### config.mk
export PLATFORM = sky130hd
export DESIGN_NAME = uart_rx_fifo
export DESIGN_NICKNAME = d
export VERILOG_FILES = /design/src/rtl/uart_pkg.sv /design/src/rtl/strobe_sync_edge.sv /design/src/rtl/uart_rx_fifo.sv
export SDC_FILE = /design/constraint.sdc
export NUM_CORES = 1
export LEC_CHECK = 0
export CORE_UTILIZATION = 40
export DETAILED_ROUTE_END_ITERATION = 8
export GPL_TIMING_DRIVEN = 0
export SLEW_MARGIN = 20
export SYNTH_ARGS = -nofsm -noshare
export SYNTH_HDL_FRONTEND = slang
export SYNTH_SLANG_ARGS = --single-unit
export TNS_END_PERCENT = 30
### constraint.sdc
create_clock -name clk -period 4 [get_ports clk]
set_input_delay 0.8 -clock clk [delete_from_list [all_inputs] [get_ports clk]]
set_output_delay 0.8 -clock clk [all_outputs]
set_load 0.01 [all_outputs]
### src/rtl/uart_pkg.sv
// rtl/uart_pkg.sv - shared UART constants: status bit positions, default sizes, status packing.
package uart_pkg;

    localparam int RX_READY  = 0;
    localparam int FULL      = 1;
    localparam int OVERRUN   = 2;
    localparam int FRAME_ERR = 3;
    localparam int TIMEOUT   = 4;

    localparam int DEFAULT_DEPTH       = 16;
    localparam int DEFAULT_ADDR_W      = 4;
    localparam int DEFAULT_SYNC_STAGES = 2;
    localparam int DEFAULT_TIMEOUT     = 2560;

    function automatic logic [7:0] pack_status(
        input logic rx_ready,
        input logic full,
        input logic overrun,
        input logic frame_err,
        input logic timeout
    );
        logic [7:0] s;
        s            = 8'h00;
        s[RX_READY]  = rx_ready;
        s[FULL]      = full;
        s[OVERRUN]   = overrun;
        s[FRAME_ERR] = frame_err;
        s[TIMEOUT]   = timeout;
        return s;
    endfunction

endpackage

### src/rtl/strobe_sync_edge.sv
// rtl/strobe_sync_edge.sv - synchronizes an asynchronous strobe and emits a one-clock pulse on its falling edge.
module strobe_sync_edge #(
    parameter int STAGES = 2
) (
    input  logic clk,
    input  logic reset,
    input  logic i_async,
    output logic o_fall_pulse
);

    logic [STAGES-1:0] sync_q;
    logic              hist_q;

    // History clears to 0 so a strobe that was high across reset cannot look like a falling edge.
    always_ff @(posedge clk) begin
        if (reset) begin
            sync_q <= '0;
            hist_q <= 1'b0;
        end else begin
            sync_q[0] <= i_async;
            for (int i = 1; i < STAGES; i++) begin
                sync_q[i] <= sync_q[i-1];
            end
            hist_q <= sync_q[STAGES-1];
        end
    end

    assign o_fall_pulse = hist_q & ~sync_q[STAGES-1];

endmodule

### src/rtl/uart_rx_fifo.sv
// rtl/uart_rx_fifo.sv - UART receive FIFO with CPU read pop, sticky error flags and IRQ.
// Optional idle timeout flag enabled by defining UART_RX_FIFO_TIMEOUT_EN.
module uart_rx_fifo
    import uart_pkg::*;
#(
    parameter int DEPTH       = DEFAULT_DEPTH,
    parameter int ADDR_W      = DEFAULT_ADDR_W,
    parameter int SYNC_STAGES = DEFAULT_SYNC_STAGES
`ifdef UART_RX_FIFO_TIMEOUT_EN
    ,
    parameter int TIMEOUT_CYCLES = DEFAULT_TIMEOUT
`endif
) (
    input  logic              clk,
    input  logic              reset,
    input  logic [7:0]        i_rx_data,
    input  logic              i_rx_valid,
    input  logic              i_rx_frame_err,
    input  logic              i_rd_strobe,
    input  logic              i_clr_errors,
    input  logic              i_irq_en,
    output logic [7:0]        o_rd_data,
    output logic [7:0]        o_status,
    output logic [ADDR_W:0]   o_count,
    output logic              o_irq
);

    localparam logic [ADDR_W:0]   FULL_COUNT = (ADDR_W+1)'(DEPTH);
    localparam logic [ADDR_W:0]   CNT_ONE    = (ADDR_W+1)'(1);
    localparam logic [ADDR_W-1:0] PTR_ONE    = ADDR_W'(1);

    logic [7:0]        mem_q [DEPTH];
    logic [ADDR_W-1:0] rd_ptr_q, rd_ptr_d;
    logic [ADDR_W-1:0] wr_ptr_q, wr_ptr_d;
    logic [ADDR_W:0]   count_q, count_d;
    logic              overrun_q, overrun_d;
    logic              frame_err_q, frame_err_d;
    logic              irq_q;
    logic              timeout_q;

    logic              pop_pulse;
    logic              empty;
    logic              full;
    logic              accept;
    logic              do_push;
    logic              do_pop;

    strobe_sync_edge #(
        .STAGES (SYNC_STAGES)
    ) u_rd_sync (
        .clk          (clk),
        .reset        (reset),
        .i_async      (i_rd_strobe),
        .o_fall_pulse (pop_pulse)
    );

    assign empty  = (count_q == '0);
    assign full   = (count_q == FULL_COUNT);
    assign accept = i_rx_valid && !i_rx_frame_err;
    assign do_pop = pop_pulse && !empty;
    // A pop in the same clock frees a slot, so a push into a full FIFO still lands.
    assign do_push = accept && (!full || do_pop);

    always_comb begin
        rd_ptr_d    = rd_ptr_q;
        wr_ptr_d    = wr_ptr_q;
        count_d     = count_q;
        overrun_d   = overrun_q;
        frame_err_d = frame_err_q;

        if (do_push) begin
            wr_ptr_d = wr_ptr_q + PTR_ONE;
        end
        if (do_pop) begin
            rd_ptr_d = rd_ptr_q + PTR_ONE;
        end
        case ({do_push, do_pop})
            2'b10:   count_d = count_q + CNT_ONE;
            2'b01:   count_d = count_q - CNT_ONE;
            default: count_d = count_q;
        endcase

        if (i_clr_errors) begin
            overrun_d   = 1'b0;
            frame_err_d = 1'b0;
        end
        if (accept && full && !do_pop) begin
            overrun_d = 1'b1;
        end
        if (i_rx_valid && i_rx_frame_err) begin
            frame_err_d = 1'b1;
        end
    end

    always_ff @(posedge clk) begin
        if (do_push) begin
            mem_q[wr_ptr_q] <= i_rx_data;
        end
    end

    always_ff @(posedge clk) begin
        if (reset) begin
            rd_ptr_q    <= '0;
            wr_ptr_q    <= '0;
            count_q     <= '0;
            overrun_q   <= 1'b0;
            frame_err_q <= 1'b0;
            irq_q       <= 1'b0;
        end else begin
            rd_ptr_q    <= rd_ptr_d;
            wr_ptr_q    <= wr_ptr_d;
            count_q     <= count_d;
            overrun_q   <= overrun_d;
            frame_err_q <= frame_err_d;
            irq_q       <= i_irq_en && (!empty || overrun_q || timeout_q);
        end
    end

`ifdef UART_RX_FIFO_TIMEOUT_EN
    localparam int                IDLE_W   = $clog2(TIMEOUT_CYCLES + 1);
    localparam logic [IDLE_W-1:0] IDLE_MAX = IDLE_W'(TIMEOUT_CYCLES);
    localparam logic [IDLE_W-1:0] IDLE_ONE = IDLE_W'(1);

    logic [IDLE_W-1:0] idle_q, idle_d;
    logic              timeout_d;

    // Counter saturates at the limit so the flag keeps re-asserting until the FIFO is serviced.
    always_comb begin
        idle_d    = idle_q;
        timeout_d = timeout_q;
        if (do_push || do_pop || count_d == '0) begin
            idle_d = '0;
        end else if (!empty && idle_q != IDLE_MAX) begin
            idle_d = idle_q + IDLE_ONE;
        end
        if (i_clr_errors) begin
            timeout_d = 1'b0;
        end
        if (idle_q == IDLE_MAX) begin
            timeout_d = 1'b1;
        end
    end

    always_ff @(posedge clk) begin
        if (reset) begin
            idle_q    <= '0;
            timeout_q <= 1'b0;
        end else begin
            idle_q    <= idle_d;
            timeout_q <= timeout_d;
        end
    end
`else
    assign timeout_q = 1'b0;
`endif

    assign o_rd_data = empty ? 8'h00 : mem_q[rd_ptr_q];
    assign o_status  = pack_status(!empty, full, overrun_q, frame_err_q, timeout_q);
    assign o_count   = count_q;
    assign o_irq     = irq_q;

endmodule

==> reports/summary.txt <==
Syn. warnings -> 0
initial antenna violation count -> 0
Compound-Gate Fraction of Synth Area -> 0.0214
vias per cell -> 5.16
TritonCTS clock tree -> built
Overall Global Routing Usage -> 0.164
mux contribution to synthesized area -> 0.160
CP Class -> reg -> out
Leak Pwr -> 2.37 nW
setup violators final -> 0
share of cells above drive strength 1 -> 0.234
Netlist cell types -> 40
Post-Route Skew -> 0.0120 ns
maximum number of pins on one net before global-route repair -> 17
Synth Area per Inst -> 18.4 µm²
Post-synth EDFFs -> 128
Worst EP required -> 3.20 ns
Post-Synth Adder-Cell Area -> 0.0145
routability congestion estimate from global placement -> 0.720
first-pass iteration count of the detailed router -> 7
Yosys reg bits -> 151
number of diodes -> 0
largest family of logic cells by synthesized area -> multiplexers
RSZ-0062 raised after global routing -> false
register area share after synthesis -> 0.714
Fillers -> 1,190
HP Class -> reg -> reg
Post-CTS Hold Fix Bufs -> 0
status -> complete, but fails checks
max_cap viols -> 0
worst skew pair latency -> 0.42 ns
Synth Area in Simple Gates -> 0.0565
Layout area overhead -> 21.4%
Clk pin slew, worst setup/hold paths -> 0.06 ns
global-route wire length before repair -> 17,900 µm
post-synthesis cell count -> 327
worst relative slew slack -> 0.324
htree depth -> 4
area of the core -> 14,600 µm²
crit path capture type -> output pin
Arrival @ worst endpoint -> 3.05 ns
Post-DP HPWL -> 7680 µm
CTS Buf Count -> 17
xor/xnor share of the synthesized area -> 0.0116
minimum clock period -> 3.85 ns
detailed-route wire length -> 11,600 µm
final worst-path cycle share -> 0.962
total die area -> 15,600 µm²
largest area contributor in the netlist -> edfxtp_1
synth top area cells -> edfxtp_1, mux4_2, dfxtp_1
Max IR drop VDD -> 0.380 mV
Post-layout nets -> 403
maximum buffer depth of the clock tree -> 2
part of the power in registers -> 0.460
Clock Power Share -> 0.494
Pint -> 0.00304 W
Mapped Area -> 6030 µm²
Die X -> 125 µm
DRT iter0 DRCs -> 273
top_reg_cell synth -> edfxtp_1
Sw Ratio -> 0.192
FP Rows -> 44
Vias -> 2,985
CP max FO -> 10
Die Y -> 125 µm
final hold violation count -> 0
dpl cell area -> 6610 µm²
average wire per standard cell -> 20.1 µm
Initial Util -> 0.412
critical path launch point type -> register
setup_tns -> 0 ns
violated checks -> design-rule violations
# IOs -> 37
Congestion Overflow GR -> 0
clk sinks -> 151
CTS Root Cell -> clkbuf_16
Antenna Nets Post-Route -> 0
P per Cell Area -> 514 nW/µm²
Design Area, Final -> 7320 µm²
drc violations -> 15
ys async rst share -> 0
Worst-Margin Slew -> 1.01 ns
PortBufs -> 32
Sw Pwr -> 0.000724 W
Gate power share -> 0.046
number of global-route vias before repair -> 3,129
fin. max-slew vios -> 0
Yosys top cell area share -> 0.638
f_max -> 0.260 GHz
==> worst max-delay path: stages (launching register included) <==
cell and delay, ns:
dfxtp_1 0.31, clkbuf_1 0.28, buf_4 0.33, mux4_2 0.57, mux4_2 0.47, and2_1 0.19, clkdlybuf4s50_1 0.48
==> repair_timing <==
action / CTS / global route
buffers inserted: 0 / 0
setup endpoints to repair: 6 / 0
gates resized for setup: 3 / 0
endpoints found under the hold margin: 0 / 0
==> final timing paths <==
kind                  startpoint             endpoint  slack (ns)  cells after the start
max reg2reg           o_count[1]          mem_q[7][2]        1.11                      4
min          u_rd_sync.sync_q[0]  u_rd_sync.sync_q[1]        0.44                      1
min reg2reg  u_rd_sync.sync_q[0]  u_rd_sync.sync_q[1]        0.44                      1
max                     register         o_rd_data[6]        0.15                      6
==> metal layers <==
metal / wire, µm / vias up / track usage / part of all wire
met1: 4970 / 1504 / 0.211 / 0.43
met3: 737 / 11 / 0.0425 / 0.063
li1: - / 1380 / - / -
met5: 0 / - / 0 / 0
met2: 5760 / 90 / 0.265 / 0.50
met4: 165 / 0 / 0.0654 / 0.014
==> layout make-up <==
class                   instances  area [µm²]  share of cell area
plain buffers                  20         113              0.0154
well taps                     184         230              0.0315
clock inverters                15         275              0.0376
inverters                       6        22.5             0.00308
repair buffers                 32         320              0.0438
clock buffers                  17         425              0.0581
flip-flops and latches        151        4300               0.588
multi-input cells             153        1630               0.222
==> power by group through the flow <==
stage	registers, W	clock network, W	logic [W]
2_1_floorplan	0.00176	0	0.0000844
3_3_place_gp	0.00176	0	0.000171
3_5_place_dp	0.00176	0	0.000174
4_1_cts	0.00173	0.00189	0.000176
5_1_grt	0.00173	0.00195	0.000187
6_report	0.00173	0.00186	0.000174
==> synthesized netlist by cell type (all sizes together), types with 3 or more instances <==
| library cell | number |
|---|---|
| nand2 | 9 |
| dfxtp | 23 |
| xor2 | 6 |
| inv | 6 |
| mux2i | 3 |
| ha | 7 |
| clkbuf | 9 |
| mux4 | 40 |
| nand2b | 6 |
| and2 | 8 |
| buf | 11 |
| nor2b | 5 |
| nor2 | 30 |
| edfxtp | 128 |
| nor3 | 5 |
| a21oi | 7 |
==> cells in the final DEF, fill, tap and decap left out, drive strengths merged, types with 8 or more instances in the layout <==
master / instances
and2: 8
buf: 11
clkbuf: 26
clkdlybuf4s50: 32
dfxtp: 23
edfxtp: 128
mux4: 40
nand2: 9
nor2: 30
==> flip-flops by register name, indices dropped and copies added, names as in the netlist, 2 cells and up, named ones only <==
| name | cells |
|---|---|
| mem_q | 128 |
| o_count | 5 |
| rd_ptr_q | 4 |
| u_rd_sync.sync_q | 2 |
| wr_ptr_q | 4 |
==> cells by family after synthesis <==
family,after synthesis
and+or+nand+nor,70
other,1
muxes,45
DFF,151
AOI/OAI and AO/OA,19
buffers and inverters,26
xor gates and xnor gates,8
adders and majority gates,7
==> stage by stage <==
| step | std cells | setup slack (ns) | total power [W] | hold slack, ns | util |
|---|---|---|---|---|---|
| final | 578 | 0.151 | 0.00376 | 0.438 | 0.500 |
| after global routing | 578 | 0.00745 | 0.00387 | 0.467 | 0.500 |
| after CTS | 578 | 0.0813 | 0.00380 | 0.453 | 0.500 |
| after detailed placement | 546 | 0.351 | 0.00194 | 0.448 | 0.451 |
| after global placement | 546 | 0.147 | 0.00193 | 0.449 | 0.450 |
| after floorplan | 330 | 1.23 | 0.00185 | 0.414 | - |
Note: power is estimated with default switching activity, not from simulation.
